<file path="config.mk">
export PLATFORM = sky130hd
export DESIGN_NAME = carry_chain_serial_adder
export DESIGN_NICKNAME = d
export VERILOG_FILES = /design/src/rtl/carry_chain_serial_adder.sv
export SDC_FILE = /design/constraint.sdc
export NUM_CORES = 1
export LEC_CHECK = 0
export BUFFER_PORTS_ARGS = -buffer_cell sky130_fd_sc_hd__buf_4
export CAP_MARGIN = 25
export CORE_AREA = 2 2 51 53
export CTS_BUF_LIST = sky130_fd_sc_hd__clkbuf_2 sky130_fd_sc_hd__clkbuf_4 sky130_fd_sc_hd__clkbuf_8
export DETAILED_ROUTE_END_ITERATION = 10
export DIE_AREA = 0 0 53 55
export GPL_ROUTABILITY_DRIVEN = 0
export PLACE_DENSITY = 0.8
export SLEW_MARGIN = 20
export SYNTH_ARGS = -nofsm -noshare
export SYNTH_HDL_FRONTEND = slang
export SYNTH_SLANG_ARGS = --single-unit
</file>
<file path="constraint.sdc">
create_clock -name clk -period 3.75 [get_ports clk]
set_input_delay 0.375 -clock clk [delete_from_list [all_inputs] [get_ports clk]]
set_output_delay 0.375 -clock clk [all_outputs]
set_load 0.01 [all_outputs]
</file>
<file path="src/rtl/carry_chain_serial_adder.sv">
// Slice-serial wide adder/subtractor: one WIDTH-bit slice per cycle, LSB first,
// through a ripple P/G carry chain whose carry-out is registered between slices.

module carry_chain_bit (
  input  logic a_i,
  input  logic b_i,
  input  logic c_i,
  output logic s_o,
  output logic co_o
);
  logic p, g;
  assign p    = a_i ^ b_i;
  assign g    = a_i & b_i;
  assign co_o = p ? c_i : g;
  assign s_o  = p ^ c_i;
endmodule

module carry_chain_serial_adder #(
  parameter int WIDTH  = 4,
  parameter int SLICES = 4
) (
  input  logic                    clk,
  input  logic                    rst,
  input  logic                    in_valid,
  output logic                    in_ready,
  input  logic [WIDTH-1:0]        in_a,
  input  logic [WIDTH-1:0]        in_b,
  input  logic                    in_ci,
  input  logic                    in_sub,
  output logic                    out_valid,
  input  logic                    out_ready,
  output logic [WIDTH*SLICES-1:0] out_sum,
  output logic                    out_co,
  output logic                    out_ovf
);
  localparam int CW = (SLICES > 1) ? $clog2(SLICES) : 1;

  typedef enum logic [1:0] {IDLE, RUN, DONE} state_t;

  state_t                  state_q, state_d;
  logic [CW-1:0]           cnt_q, cnt_d;
  logic                    carry_q, carry_d;
  logic                    sub_q, sub_d;
  logic [WIDTH*SLICES-1:0] sum_q, sum_d;
  logic                    co_q, co_d;
  logic                    ovf_q, ovf_d;

  logic                    accept, last, sub_eff, is_idle;
  logic [CW-1:0]           slice_idx;
  logic [WIDTH-1:0]        b_eff, s;
  logic [WIDTH:0]          c;

  assign is_idle   = (state_q == IDLE);
  assign in_ready  = (state_q != DONE);
  assign out_valid = (state_q == DONE);
  assign accept    = in_valid && in_ready;

  // Mode and carry-in come from the ports only on the first slice.
  assign sub_eff   = is_idle ? in_sub : sub_q;
  assign b_eff     = in_b ^ {WIDTH{sub_eff}};
  assign c[0]      = is_idle ? (in_ci ^ in_sub) : carry_q;
  assign slice_idx = is_idle ? '0 : cnt_q;
  assign last      = is_idle ? (SLICES == 1) : (cnt_q == CW'(SLICES - 1));

  for (genvar i = 0; i < WIDTH; i++) begin : g_chain
    carry_chain_bit u_bit (
      .a_i  (in_a[i]),
      .b_i  (b_eff[i]),
      .c_i  (c[i]),
      .s_o  (s[i]),
      .co_o (c[i+1])
    );
  end

  always_comb begin
    state_d = state_q;
    cnt_d   = cnt_q;
    carry_d = carry_q;
    sub_d   = sub_q;
    sum_d   = sum_q;
    co_d    = co_q;
    ovf_d   = ovf_q;
    case (state_q)
      IDLE, RUN: begin
        if (accept) begin
          if (is_idle) sub_d = in_sub;
          for (int k = 0; k < SLICES; k++)
            if (slice_idx == CW'(k)) sum_d[k*WIDTH +: WIDTH] = s;
          carry_d = c[WIDTH];
          if (last) begin
            state_d = DONE;
            cnt_d   = '0;
            co_d    = c[WIDTH];
            ovf_d   = c[WIDTH-1] ^ c[WIDTH];
          end else begin
            state_d = RUN;
            cnt_d   = slice_idx + CW'(1);
          end
        end
      end
      DONE:    if (out_ready) state_d = IDLE;
      default: state_d = IDLE;
    endcase
  end

  always_ff @(posedge clk) begin
    if (rst) begin
      state_q <= IDLE;
      cnt_q   <= '0;
      carry_q <= 1'b0;
      sub_q   <= 1'b0;
      sum_q   <= '0;
      co_q    <= 1'b0;
      ovf_q   <= 1'b0;
    end else begin
      state_q <= state_d;
      cnt_q   <= cnt_d;
      carry_q <= carry_d;
      sub_q   <= sub_d;
      sum_q   <= sum_d;
      co_q    <= co_d;
      ovf_q   <= ovf_d;
    end
  end

  assign out_sum = sum_q;
  assign out_co  = co_q;
  assign out_ovf = ovf_q;
endmodule

</file>
# After elaboration in Yosys (flattened, before gate mapping)
# Index checks and enable logic that the tools add are counted.
[word_totals]
out_inout_bits = 20
reg_bits = 24
in_bits = 14
[classes]
n_eq_ne = 9
bitwise = 15
reduce_logical = 11
n_mux = 13
add_sub_neg = 1
[op_table]
columns = ["operator", "count"]
rows = [
  ["$reduce_and 3->1", 5],
  ["$mux 2", 5],
  ["$xor 1x1->1", 10],
  ["$eq 2x2->1 const B", 4],
  ["$mux 1", 7],
  ["$and 1x1->1", 4],
  ["$eq 2x1->1 const B", 2],
  ["$logic_not 2->1", 2],
  ["$ne 2x2->1 const B", 2],
  ["$pmux 2 s2", 1],
  ["$reduce_and 2->1", 2],
  ["$xor 4x4->4", 1],
  ["$add 2x1->2 const B", 1],
  ["$ne 2x1->1 const B", 1],
  ["$reduce_or 2->1", 1],
  ["$logic_and 1x1->1", 1],
]

# Logic depth before layout (Yosys ltp)
[logic_depth]
word_depth = 9
ltp_mapped = 10
depth_no_buf = 9

# Cells and area by module
# Synthesis repeated with hierarchy kept, for this count alone.
[unflattened]
hier_cells = 118
area_unflattened_um2 = 1148.6
[by_module_without_submodules]
columns = ["module", "n_inst", "cells_each", "area_per_inst_um2"]
rows = [
  ["carry_chain_serial_adder", 1, 114, 1068.5],
  ["carry_chain_bit", 4, 1, 20.0],
]

# Worst setup path after synthesis
# Ideal clock, no wire load.
[synth_path]
kind = "reg-to-reg"
startpoint = "register state_q[0]"
endpoint = "register ovf_q (netlist: out_ovf)"
setup_slack_ps = 683
setup_time_ps = 79
required_time_ps = 3671
t_arrival_ps = 2987
path_stages_with_launch = 11
period_less_slack_ps = 3067
path_cell_list = "dfxtp_1 buf_6 nor2_4 mux2i_4 xor2_1 fa_1 fa_1 fa_1 fa_1 xnor2_1 a211oi_2"
[synth_via]
elab_chain_cells = 9
[synth_lines]
columns = ["element", "line_no", "text"]
rows = [
  ["start, declared", "40", "state_t state_q, state_d;"],
  ["start signal, assigned", "116", "state_q <= state_d;"],
  ["$logic_not 2->1", "53, 83", ""],
  ["$mux 1", "n/a", ""],
  ["$xor 4x4->4", "60", "assign b_eff = in_b ^ {WIDTH{sub_eff}};"],
  ["$and 1x1->1 or $xor 1x1->1 (tied branches)", "13, 12", ""],
  ["$mux 1 (4 in series)", "14", "assign co_o = p ? c_i : g;"],
  ["$xor 1x1->1", "94", "ovf_d = c[WIDTH-1] ^ c[WIDTH];"],
  ["end signal, assigned", "122", "ovf_q <= ovf_d;"],
  ["end, declared", "46", "logic ovf_q, ovf_d;"],
]
# Several ways; a longest one is shown, not always the timed one.
# A chain may end at the register's enable or synchronous reset.

# Worst setup path in the final report
# Same ends and word-level chain as after synthesis.

==> Flow_metrics.wiki <==
{| class="wikitable"
! Metric !! Value
|-
| Family with the most delay on the worst path || adder cells
|-
| Clock transition at the registers of the reported paths || 0.13 ns
|-
| Number of violations of the max-capacitance limit || 0
|-
| Crit Path Max Fanout || 10
|-
| Most common cell after layout, fill and taps aside || sky130_fd_sc_hd__buf_4
|-
| Aggregate negative setup slack || 0 ns
|-
| Final routed wire length divided by cell count || 12.6 um
|-
| Busiest layer in global routing || met2
|-
| Pwr/cell area || 368 nW/um^2
|-
| Number of buffers between clock root and the deepest sink || 2
|-
| Antenna violations before repair || 0
|-
| Shortest period the worst path allows || 3.21 ns
|-
| Root buffer selected by CTS || sky130_fd_sc_hd__clkbuf_4
|-
| Final number of max-transition violations || 0
|-
| Type of the worst setup path || reg2reg
|-
| Clock H-tree levels || 1
|-
| Met3 track demand over resource in global routing || 3.49%
|-
| CP Data Required Time || 3.99 ns
|-
| RSZ-0062 raised after global routing || no
|-
| Worst-case setup slack after placement || 0.536 ns
|-
| Share of the clock period used by the worst path after layout || 85.7%
|-
| Post-route DRC || 0
|-
| Pleak || 0.624 nW
|-
| Drt pass-1 iters || 4
|-
| Post-synthesis xor/xnor area fraction || 4.45%
|-
| Met2 demand-to-capacity share in global routing || 34.0%
|-
| Number of global-route vias before repair || 893
|-
| Global-route wire length before repair || 3750 um
|-
| Synth unique cells || 27
|-
| Die extent in y || 55 um
|-
| Multiplexer share of the synthesized area || 2.75%
|-
| Final critical-path setup slack || 0.536 ns
|-
| Placeable core region || 2360 um^2
|-
| Remaining Overflow, GRT || 0
|-
| WP data arrival || 3.46 ns
|-
| Worst hold-check path type || in2reg
|-
| Later-pin clock latency in the skew report || 0.31 ns
|-
| Sum of buffers and inverters on the critical path || 0
|-
| Sequential Power Share || 52.2%
|-
| GR Util All Layers || 17.5%
|-
| Post-Syn Area || 1180 um^2
|-
| Met1 usage in global routing || 19.4%
|-
| Share of power burned in the clock network || 25.5%
|-
| Post-cts resize count || 0
|-
| Startpoint type of the worst setup path || flop
|-
| IO Port Bufs || 33
|-
| Row cnt || 18
|-
| Final nets || 168
|-
| Fmax || 0.311 GHz
|-
| Total nets after synthesis || 139
|-
| Post-detailed-route via-to-cell ratio || 5.03
|-
| Count of yosys warnings during synthesis || 0
|-
| Count of final setup violators || 0
|-
| CTS Hold Buffers Added || 0
|-
| Sequential-to-total area share from yosys stat || 40.7%
|-
| Highest cell delay on the worst timing path || 0.45 ns
|-
| Hold violation total from the final report || 0
|-
| Ratio of cells with drive above 1 in the final layout || 31.0%
|-
| Total number of vias || 881
|-
| Net Sw Frac || 27.8%
|-
| Sinks on Clock Net || 24
|-
| Number of violations reported at the end of detailed-routing iteration 0 || 7
|-
| Synthesis-to-layout area growth || 21.5%
|-
| Portion of total power attributed to combinational logic || 22.3%
|-
| CTS tree || done
|-
| Residual antenna-violating net count after detailed routing || 0
|-
| Floorplan die area || 2920 um^2
|-
| Largest clock skew in the final design || 0.00559 ns
|-
| Final design instance area without fill || 1440 um^2
|-
| Largest net degree at the start of global routing || 25
|-
| DIE WIDTH || 53 um
|-
| Compound-Gate Fraction of Synth Area || 17.9%
|-
| Result of the run || completed
|-
| Internal power || 0.381 mW
|-
| Critical Path Most Common Cell || sky130_fd_sc_hd__fa_1
|-
| Ports placed on the boundary || 34
|-
| Least-Margin Pin Slew || 0.323 ns
|-
| Diode count || 0
|-
| Combinational family with the most area after synthesis || compound AO/OA/AOI/OAI gates
|-
| Simple-gate share of the synthesized area || 15.3%
|-
| Total setup buffers inserted after CTS || 0
|-
| Share of synthesized cell area in full adder, half adder and majority cells || 11.0%
|-
| Most used cells in the layout excluding fill and tap cells || sky130_fd_sc_hd__buf_4 (33), sky130_fd_sc_hd__dfxtp_1 (24), sky130_fd_sc_hd__nor2_1 (20)
|-
| Total detailed-routing wirelength || 2200 um
|-
| Detail Placement HPWL || 1720 um
|-
| Starting Density || 49.9%
|-
| Kind of capture point of the worst setup path || flop
|-
| Synth Register Bits || 24
|-
| Placed cell areas || 1400 um^2
|-
| Worst IR Drop VDD || 0.000261 V
|-
| Gate count after technology mapping || 117
|-
| Post-Synthesis Mean Instance Area || 10.1 um^2
|-
| Ordered list of cells on the worst path || nor2_4 > mux2i_4 > xor2_1 > fa_1 > fa_1 > fa_1 > fa_1 > xnor2_1 > a211oi_2
|-
| CTS buffer count || 3
|-
| Net load switching power || 0.147 mW
|-
| Worst-case headroom to the max-slew limit || 78.2%
|-
| Cell at the slowest stage of the critical path || sky130_fd_sc_hd__fa_1
|}
[metrics by stage]
| step | util, % | std cells | hold slack, ns | power [mW] |
|---|---|---|---|---|
| global placement | 59.2 | 171 | 0.486 | 0.397 |
| finish | 60.7 | 175 | 0.363 | 0.528 |
| detailed placement | 59.2 | 171 | 0.494 | 0.400 |
| CTS | 60.7 | 175 | 0.354 | 0.536 |
| global route | 60.7 | 175 | 0.400 | 0.560 |
| floorplan | - | 117 | 0.448 | 0.361 |
[final timing paths]
kind | start | endpoint | slack [ns] | cells after the start
worst min register to register | out_sum[6]$_SDFFE_PP0P_ | out_sum[6]$_SDFFE_PP0P_ | 0.51 | 2
worst max register to register | state_q[0]$_SDFFE_PP0P_ | out_ovf$_SDFFE_PP0P_ | 0.54 | 9
worst max-delay path | state_q[0]$_SDFFE_PP0P_ | out_ovf$_SDFFE_PP0P_ | 0.54 | 9
worst min-delay path | out_ready | state_q[1]$_SDFFE_PP0P_ | 0.36 | 3
[layer usage]
metal | part of all wire (%) | routed length (um) | up-vias
li1 | - | - | 458
met1 | 43 | 956 | 394
met2 | 49 | 1090 | 27
met3 | 5.9 | 130 | 2
met4 | 1.2 | 26 | 0
met5 | 0 | 0 | -
[power groups by stage]
stage / registers, mW / clock network, mW / logic, mW
after global routing: 0.277 / 0.150 / 0.134
after global placement: 0.281 / 0 / 0.116
final: 0.275 / 0.135 / 0.118
after detailed placement: 0.281 / 0 / 0.119
after CTS: 0.276 / 0.141 / 0.119
after floorplan: 0.282 / 0 / 0.0787
[state kept, by name, summed over array words and instances, names as in the netlist]
| signal | count |
|---|---|
| carry_q | 1 |
| sub_q | 1 |
| cnt_q | 2 |
| out_co | 1 |
| out_ovf | 1 |
| state_q | 2 |
| out_sum | 16 |
[tightest hold or removal path: cells and delay by family]
| family | cells | cell delay (ns) |
|---|---|---|
| compound gates | 1 | 0.15 |
| buf+inv | 1 | 0.08 |
| simple gates | 1 | 0.04 |
[layout make-up]
type	count	area, um^2
Inverter	7	26.3
Timing Repair Buffer	33	248
Sequential cell	24	480
Tap cell	30	37.5
Clock buffer	4	36.3
Multi-Input combinational cell	77	607
Fill cell	217	930
[Yosys cell counts]
| cell type | count | share of area [%] |
|---|---|---|
| sky130_fd_sc_hd__a211oi_1 | 18 | 11 |
| sky130_fd_sc_hd__a211oi_2 | 3 | 3.2 |
| sky130_fd_sc_hd__a21oi_1 | 2 | 0.85 |
| sky130_fd_sc_hd__a2bb2oi_1 | 1 | 0.74 |
| sky130_fd_sc_hd__and2_4 | 1 | 0.74 |
| sky130_fd_sc_hd__and2b_2 | 1 | 0.74 |
| sky130_fd_sc_hd__and3b_1 | 4 | 3.0 |
| sky130_fd_sc_hd__and4b_4 | 1 | 1.2 |
| sky130_fd_sc_hd__buf_4 | 5 | 3.2 |
| sky130_fd_sc_hd__buf_6 | 2 | 1.9 |
| sky130_fd_sc_hd__clkbuf_1 | 2 | 0.64 |
| sky130_fd_sc_hd__dfxtp_1 | 24 | 41 |
| sky130_fd_sc_hd__fa_1 | 4 | 6.8 |
| sky130_fd_sc_hd__ha_1 | 4 | 4.2 |
| sky130_fd_sc_hd__inv_1 | 7 | 2.2 |
| sky130_fd_sc_hd__mux2i_1 | 1 | 0.85 |
| sky130_fd_sc_hd__mux2i_4 | 1 | 1.9 |
| sky130_fd_sc_hd__nand2_1 | 1 | 0.32 |
| sky130_fd_sc_hd__nand4_1 | 1 | 0.53 |
| sky130_fd_sc_hd__nor2_1 | 20 | 6.4 |
| sky130_fd_sc_hd__nor2_4 | 1 | 0.95 |
| sky130_fd_sc_hd__nor3_1 | 2 | 0.85 |
| sky130_fd_sc_hd__o21ai_0 | 3 | 1.3 |
| sky130_fd_sc_hd__o21ai_1 | 1 | 0.42 |
| sky130_fd_sc_hd__or2b_1 | 1 | 0.64 |
| sky130_fd_sc_hd__xnor2_1 | 2 | 1.5 |
| sky130_fd_sc_hd__xor2_1 | 4 | 3.0 |
[logic make-up after synthesis]
kind of cell             Yosys count
AO/OA/AOI/OAI                     28
XOR/XNOR                           6
adder cells (fa/ha/maj)            8
buffers and inverters             16
flip-flops                        24
multiplexers                       2
AND/OR/NAND/NOR                   33
(Power assumes the default switching activity.)
